### src/rtl/d_fifo_drain_pkg.sv
`default_nettype none
// ----------------------------------------------------------------------------
// drain_pkg : state, lane and buffer constants shared by d_fifo_drain blocks
// Rev 1.0
// ----------------------------------------------------------------------------
package drain_pkg;

  typedef enum logic [0:0] {
    IDLE   = 1'b0,
    ACTIVE = 1'b1
  } state_e;

  localparam logic LANE_D0   = 1'b0;
  localparam logic LANE_D1   = 1'b1;
  localparam int   BUF_DEPTH = 2;

  function automatic logic other_lane(input logic lane);
    return ~lane;
  endfunction

endpackage
`default_nettype wire

### src/rtl/d_fifo_drain_rr_arb2.sv
`default_nettype none
// ----------------------------------------------------------------------------
// rr_arb2 : two-requester round-robin arbiter, registered pointer, one-hot grant
// Rev 1.0
// ----------------------------------------------------------------------------
module rr_arb2
  import drain_pkg::*;
(
  input  logic       clk,
  input  logic       reset_L,
  input  logic       i_init,
  input  logic [1:0] i_req,
  input  logic       i_en,
  output logic [1:0] o_grant
);

  logic ptr_q, ptr_d;

  always_comb begin
    o_grant = 2'b00;
    ptr_d   = ptr_q;
    if (i_en) begin
      if (i_req == 2'b11) begin
        o_grant = (ptr_q == LANE_D1) ? 2'b10 : 2'b01;
      end else begin
        o_grant = i_req;
      end
    end
    // Priority moves to the lane that was not just served.
    if (o_grant[LANE_D0]) begin
      ptr_d = other_lane(LANE_D0);
    end else if (o_grant[LANE_D1]) begin
      ptr_d = other_lane(LANE_D1);
    end
    if (i_init) begin
      ptr_d = LANE_D0;
    end
  end

  always_ff @(posedge clk) begin
    if (!reset_L) begin
      ptr_q <= LANE_D0;
    end else begin
      ptr_q <= ptr_d;
    end
  end

endmodule
`default_nettype wire

### src/rtl/d_fifo_drain.sv
`default_nettype none
// ----------------------------------------------------------------------------
// d_fifo_drain : round-robin read controller for D0/D1 FIFOs into a tagged
//                valid/ready stream. Optional macro DRAIN_CHECK_EN adds a
//                per-lane +1 sequence checker driving error_out.
// Rev 1.0
// ----------------------------------------------------------------------------
module d_fifo_drain
  import drain_pkg::*;
#(
  parameter int DATA_W = 6,
  parameter int CNT_W  = 8
) (
  input  logic              clk,
  input  logic              reset_L,
  input  logic              init,
  input  logic              fifo_empty_d0,
  input  logic              fifo_empty_d1,
  input  logic [DATA_W-1:0] data_out_0,
  input  logic [DATA_W-1:0] data_out_1,
  input  logic              sink_ready,
  output logic              pop_d0,
  output logic              pop_d1,
  output logic [DATA_W-1:0] word_out,
  output logic              lane_out,
  output logic              valid_out,
  output logic [CNT_W-1:0]  count_d0,
  output logic [CNT_W-1:0]  count_d1,
  output logic              idle_out,
  output logic              error_out
);

  state_e                 state_q, state_d;
  logic [1:0]             occ_q, occ_d;
  logic                   inflight_q, inflight_d;
  logic                   inflight_lane_q, inflight_lane_d;
  logic [1:0][DATA_W-1:0] buf_data_q, buf_data_d;
  logic [1:0]             buf_lane_q, buf_lane_d;
  logic [CNT_W-1:0]       count_d0_q, count_d0_d;
  logic [CNT_W-1:0]       count_d1_q, count_d1_d;

  logic                   deq;
  logic [1:0]             occ_after_deq;
  logic [2:0]             slots_used;
  logic                   pop_en;
  logic [1:0]             req;
  logic [1:0]             grant;
  logic [DATA_W-1:0]      cap_word;

  assign valid_out     = (occ_q != 2'd0);
  assign deq           = valid_out && sink_ready;
  assign occ_after_deq = occ_q - {1'b0, deq};
  // A slot freed by this cycle's dequeue is already available to a new pop.
  assign slots_used    = {1'b0, occ_after_deq} + {2'b00, inflight_q};
  assign pop_en        = reset_L && !init && (slots_used < 3'(BUF_DEPTH));
  assign req           = {!fifo_empty_d1, !fifo_empty_d0};
  assign cap_word      = (inflight_lane_q == LANE_D1) ? data_out_1 : data_out_0;

  rr_arb2 u_arb (
    .clk     (clk),
    .reset_L (reset_L),
    .i_init  (init),
    .i_req   (req),
    .i_en    (pop_en),
    .o_grant (grant)
  );

  assign pop_d0   = grant[LANE_D0];
  assign pop_d1   = grant[LANE_D1];
  assign word_out = buf_data_q[0];
  assign lane_out = buf_lane_q[0];
  assign count_d0 = count_d0_q;
  assign count_d1 = count_d1_q;
  assign idle_out = (state_q == IDLE);

  always_comb begin
    buf_data_d = buf_data_q;
    buf_lane_d = buf_lane_q;
    occ_d      = occ_q;
    if (deq) begin
      buf_data_d[0] = buf_data_q[1];
      buf_lane_d[0] = buf_lane_q[1];
      occ_d         = occ_after_deq;
    end
    if (inflight_q) begin
      if (occ_d == 2'd0) begin
        buf_data_d[0] = cap_word;
        buf_lane_d[0] = inflight_lane_q;
      end else begin
        buf_data_d[1] = cap_word;
        buf_lane_d[1] = inflight_lane_q;
      end
      occ_d = occ_d + 2'd1;
    end

    inflight_d      = pop_d0 || pop_d1;
    inflight_lane_d = pop_d1 ? LANE_D1 : LANE_D0;

    count_d0_d = init ? '0 : count_d0_q + CNT_W'(pop_d0);
    count_d1_d = init ? '0 : count_d1_q + CNT_W'(pop_d1);

    state_d = state_q;
    if (init) begin
      state_d = IDLE;
    end else begin
      case (state_q)
        IDLE: begin
          if (!fifo_empty_d0 || !fifo_empty_d1) state_d = ACTIVE;
        end
        ACTIVE: begin
          if (fifo_empty_d0 && fifo_empty_d1 && !inflight_q && occ_q == 2'd0)
            state_d = IDLE;
        end
      endcase
    end
  end

  always_ff @(posedge clk) begin
    if (!reset_L) begin
      state_q         <= IDLE;
      occ_q           <= '0;
      inflight_q      <= 1'b0;
      inflight_lane_q <= LANE_D0;
      buf_data_q      <= '0;
      buf_lane_q      <= '0;
      count_d0_q      <= '0;
      count_d1_q      <= '0;
    end else begin
      state_q         <= state_d;
      occ_q           <= occ_d;
      inflight_q      <= inflight_d;
      inflight_lane_q <= inflight_lane_d;
      buf_data_q      <= buf_data_d;
      buf_lane_q      <= buf_lane_d;
      count_d0_q      <= count_d0_d;
      count_d1_q      <= count_d1_d;
    end
  end

`ifdef DRAIN_CHECK_EN
  logic [1:0]             seen_q, seen_d;
  logic [1:0][DATA_W-1:0] last_q, last_d;
  logic                   err_q, err_d;

  // First word per lane only seeds; later words must step by exactly one.
  always_comb begin
    seen_d = seen_q;
    last_d = last_q;
    err_d  = err_q;
    if (init) begin
      seen_d = '0;
      err_d  = 1'b0;
    end else if (inflight_q) begin
      if (seen_q[inflight_lane_q] &&
          (cap_word != last_q[inflight_lane_q] + DATA_W'(1)))
        err_d = 1'b1;
      seen_d[inflight_lane_q] = 1'b1;
      last_d[inflight_lane_q] = cap_word;
    end
  end

  always_ff @(posedge clk) begin
    if (!reset_L) begin
      seen_q <= '0;
      last_q <= '0;
      err_q  <= 1'b0;
    end else begin
      seen_q <= seen_d;
      last_q <= last_d;
      err_q  <= err_d;
    end
  end

  assign error_out = err_q;
`else
  assign error_out = 1'b0;
`endif

endmodule
`default_nettype wire

### config.mk
export PLATFORM = sky130hd
export DESIGN_NAME = d_fifo_drain
export DESIGN_NICKNAME = d
export VERILOG_FILES = /design/src/rtl/d_fifo_drain_pkg.sv /design/src/rtl/d_fifo_drain_rr_arb2.sv /design/src/rtl/d_fifo_drain.sv
export SDC_FILE = /design/constraint.sdc
export NUM_CORES = 1
export LEC_CHECK = 0
export CAP_MARGIN = 10
export CELL_PAD_IN_SITES_DETAIL_PLACEMENT = 0
export CELL_PAD_IN_SITES_GLOBAL_PLACEMENT = 1
export CORE_MARGIN = 2
export CORE_UTILIZATION = 35
export DETAILED_ROUTE_END_ITERATION = 6
export PLACE_DENSITY = 0.87
export SLEW_MARGIN = 20
export SYNTH_ARGS = -nofsm -noshare
export SYNTH_HDL_FRONTEND = slang
export SYNTH_HIERARCHICAL = 1
export SYNTH_SLANG_ARGS = --single-unit
export TNS_END_PERCENT = 10
### constraint.sdc
create_clock -name clk -period 3.9 [get_ports clk]
set_input_delay 0.78 -clock clk [delete_from_list [all_inputs] [get_ports clk]]
set_output_delay 0.78 -clock clk [all_outputs]
set_load 0.05 [all_outputs]
==> results of run 1 <==
==> kinds of logic after synthesis <==
group	share of synthesized area
AOI/OAI and AO/OA	0.132
buffers and inverters	0.0680
DFF	0.421
other	0.00219
muxes	0.121
xor gates and xnor gates	0.0358
and+or+nand+nor	0.168
adders and majority gates	0.0512
==> sequential cells by signal, indices dropped and copies added, names as in the netlist <==
name,cells
word_out,6
buf_lane_q,2
inflight_q,1
count_d1,8
inflight_lane_q,1
occ_q,2
state_q,1
count_d0,8
buf_data_q,6
u_arb/ptr_q,1
==> synth_stat cells (2+ instances only) <==
master    instances
dfxtp_1          36
nor2_1            7
nand4_1           2
o21ai_0          13
xor2_1            5
nand2_1          22
mux2_2            6
ha_1              7
buf_4             7
a21oi_1          15
nand3_1           6
or3_1             7
inv_1             8
clkbuf_1          6
nand2b_1          2
xnor2_1           2
and2_1            6
mux2i_1          14
==> per-stage QoR <==
step	power, mW	cells	cell area [sq um]	hold slack (ns)
floorplan	0.514	186	1720	0.434
global placement	0.564	287	2200	0.443
detailed placement	0.565	287	2200	0.456
CTS	0.834	295	2290	0.463
global route	0.864	295	2290	0.490
finish	0.824	295	2290	0.461
==> area by class of cell <==
cell class	count	area (sq um)	area share
Clock buffer	8	90.1	0.0393
Inverter	8	30.0	0.0131
Multi-Input combinational cell	128	878	0.383
Sequential cell	36	721	0.314
Tap cell	67	83.8	0.0366
Timing Repair Buffer	48	490	0.214
==> power by group <==
group	total (mW)	switching [mW]	leakage [nW]	internal, mW
combinational	0.165	0.0926	0.542	0.0724
clock	0.269	0.125	0.0455	0.144
sequential	0.391	0.0101	0.291	0.381
total	0.824	0.227	0.879	0.597
==> routing by layer <==
layer	vias up	routed length [um]
met2	33	1580
met5	-	0
li1	718	-
met1	653	1540
met4	0	22
met3	2	148
==> tightest hold or removal path, cell delays in order, from the launching register on <==
cell	delay, ns
dfxtp_1	0.31
nand2_1	0.05
mux2i_1	0.05
==> how the worst max path moves through the flow <==
stage,start,endpoint,slack (ns),cells past startpoint
final,sink_ready,pop_d0,0.29,10
after global routing,sink_ready,pop_d1,0.13,11
after CTS,sink_ready,pop_d1,0.28,11
after detailed placement,sink_ready,count_d0[6],0.24,14
after global placement,sink_ready,count_d0[6],0.33,14
after floorplan,sink_ready,count_d1[6],0.05,13
==> impl_metrics.csv, run 1 <==
group,metric,value,unit
timing,fin_tns_setup,0,ns
grt,busiest_layer,"met2",
worst_hold_path,min_path_type,"flop to flop",
worst_hold_path,holdPathEnd,"buf_data_q[7]",
place,finalWeightedCongestion,0.746,
synthesis,ys.flop_type,"dfxtp_1",
timing,setup_viol,0,
timing,rsz0062_at_grt,"no",
final_layout,layout_commonest_cell,"clkdlybuf4s50_1",
synthesis,ys_seq_area_frac,0.421,
die,dieArea,0.00547,sq mm
final_layout,diodes,0,
place,preCtsSetupSlack,0.243,ns
die,io_pins,46,
worst_setup_path,worstSetupStartpointType,"input port",
synthesis,synth.distinct_cells,33,
drt,vias,1406,
cts,cts_tree,"yes",
worst_setup_path,rrSetupSlack,1.07,ns
synthesis,syn_area_per_cell,9.20,sq um
die,fp.dieH,73.9,um
worst_setup_path,r2r_end,"count_d0[6]",
worst_setup_path,path_class,"input port to output pin",
worst_setup_path,reg2reg_depth,13,
synthesis,syn_area,0.00171,sq mm
place,io_buffer_count,44,
timing,tightest_slew,0.512,ns
status,status,"finished, final reports clean",
place,dpl.hpwl,2.51,mm
worst_setup_path,path_max_fanout,3,
timing,max_freq,277,MHz
cts,cts_resized,0,
drt,drc,0,
grt,grt_max_degree,28,
timing,fin_worst_skew,0.00469,ns
drt,ant_nets,0,
worst_hold_path,hold_depth,2,
worst_setup_path,crit_chain,"clkdlybuf4s50_1 -> o21ai_2 -> inv_1 -> ha_1 -> inv_1 -> ha_1 -> nor3_1 -> nand2_1 -> a21oi_2 -> buf_12",
timing,slew_violations,0,
drt,first_iter_violations,42,
grt,grt_use_met1,0.166,
worst_setup_path,cp_top_family,"buffers and inverters",
synthesis,synth_edf_count,0,
worst_setup_path,worstSetupEndpointType,"output pin",
grt,met3_usage,0.0352,
pwr,power_density,359,mW/mm^2
cts,cts.sinks,36,
synthesis,yosys-top-cells-area,"dfxtp_1 (42%), mux2i_1 (8.2%), ha_1 (5.1%), nand2_1 (4.8%), a21oi_1 (4.4%)",
drt,wl_per_cell,11.2,um
cts,cts_max_level,2,
grt,antenna_found_initial,0,
worst_setup_path,timing.rr.start,"occ_q[1]",
synthesis,syn_inst,186,
final_layout,area_growth,34.0,%
final_layout,final_nets,252,
synthesis,ys_warn_count,6,
timing,slew_headroom,0.658,
cts,clk_path_buf_depth,2,
worst_setup_path,arrival,2.83,ns
drt,drtPass1Iterations,4,
final_layout,final_cell_mix,"clkdlybuf4s50_1 (42), dfxtp_1 (36), nand2_1 (22)",
pwr,p_leak,0.879,nW
final_layout,drive_above_1_share,0.110,
timing,min_period_over_period,0.925,
synthesis,synth_top_area_share,0.421,
drt,via_per_inst,4.77,
grt,globalRouteOverflowTotal,0,
synthesis,synth-seq-cells,36,
die,rows,25,
grt,first_global_vias,1299,
cts,clkTransAtPathRegs,0.07,ns
grt,grt.total_usage,0.132,
worst_setup_path,max_stage_delay,0.47,ns
worst_setup_path,critPathRequiredTime,3.12,ns
worst_setup_path,timing.critical_path.buf_inv,4,
timing,layout_setup_ws,0.291,ns
worst_setup_path,cpMaxStageDelayCell,"clkdlybuf4s50_1",
grt,met2_usage,0.222,
synthesis,synthesis.nets,211,
synthesis,async_reset_ff_frac,0,
cts,clock_latency,0.28,ns
cts,root_buffer,"clkbuf_8",
cts,tritoncts.num_buffers,5,
drt,drt-total-wl,3.30,mm
timing,fin_crit,3.61,ns
final_layout,fillers,460,
worst_hold_path,hp-start,"buf_data_q[7]",
timing,finalHoldViolCount,0,
final_layout,final_util,0.486,
die,core_area,0.00472,sq mm
cts,post-cts-setup-buffers,0,
cts,hold_buffers,0,
synthesis,yosysTopAreaCell,"dfxtp_1",
die,initial_utilization,0.362,
die,chipWidth,73.9,um
grt,grt_pass1_wl,5.69,mm
pwr,irDropWorstVdd,0.178,mV
run,drv_cap,0,
Power figures use the tool's default switching activity.
==> run 2: changes to the inputs <==
--- a/config.mk
+++ b/config.mk
@@ -11,6 +11,7 @@
 export CORE_MARGIN = 2
 export CORE_UTILIZATION = 35
 export DETAILED_ROUTE_END_ITERATION = 6
+export HOLD_SLACK_MARGIN = 0.08
 export PLACE_DENSITY = 0.87
 export SLEW_MARGIN = 20
 export SYNTH_ARGS = -nofsm -noshare
==> results of run 2 <==
Final layout, timing and power as in run 1 (identical DEF).
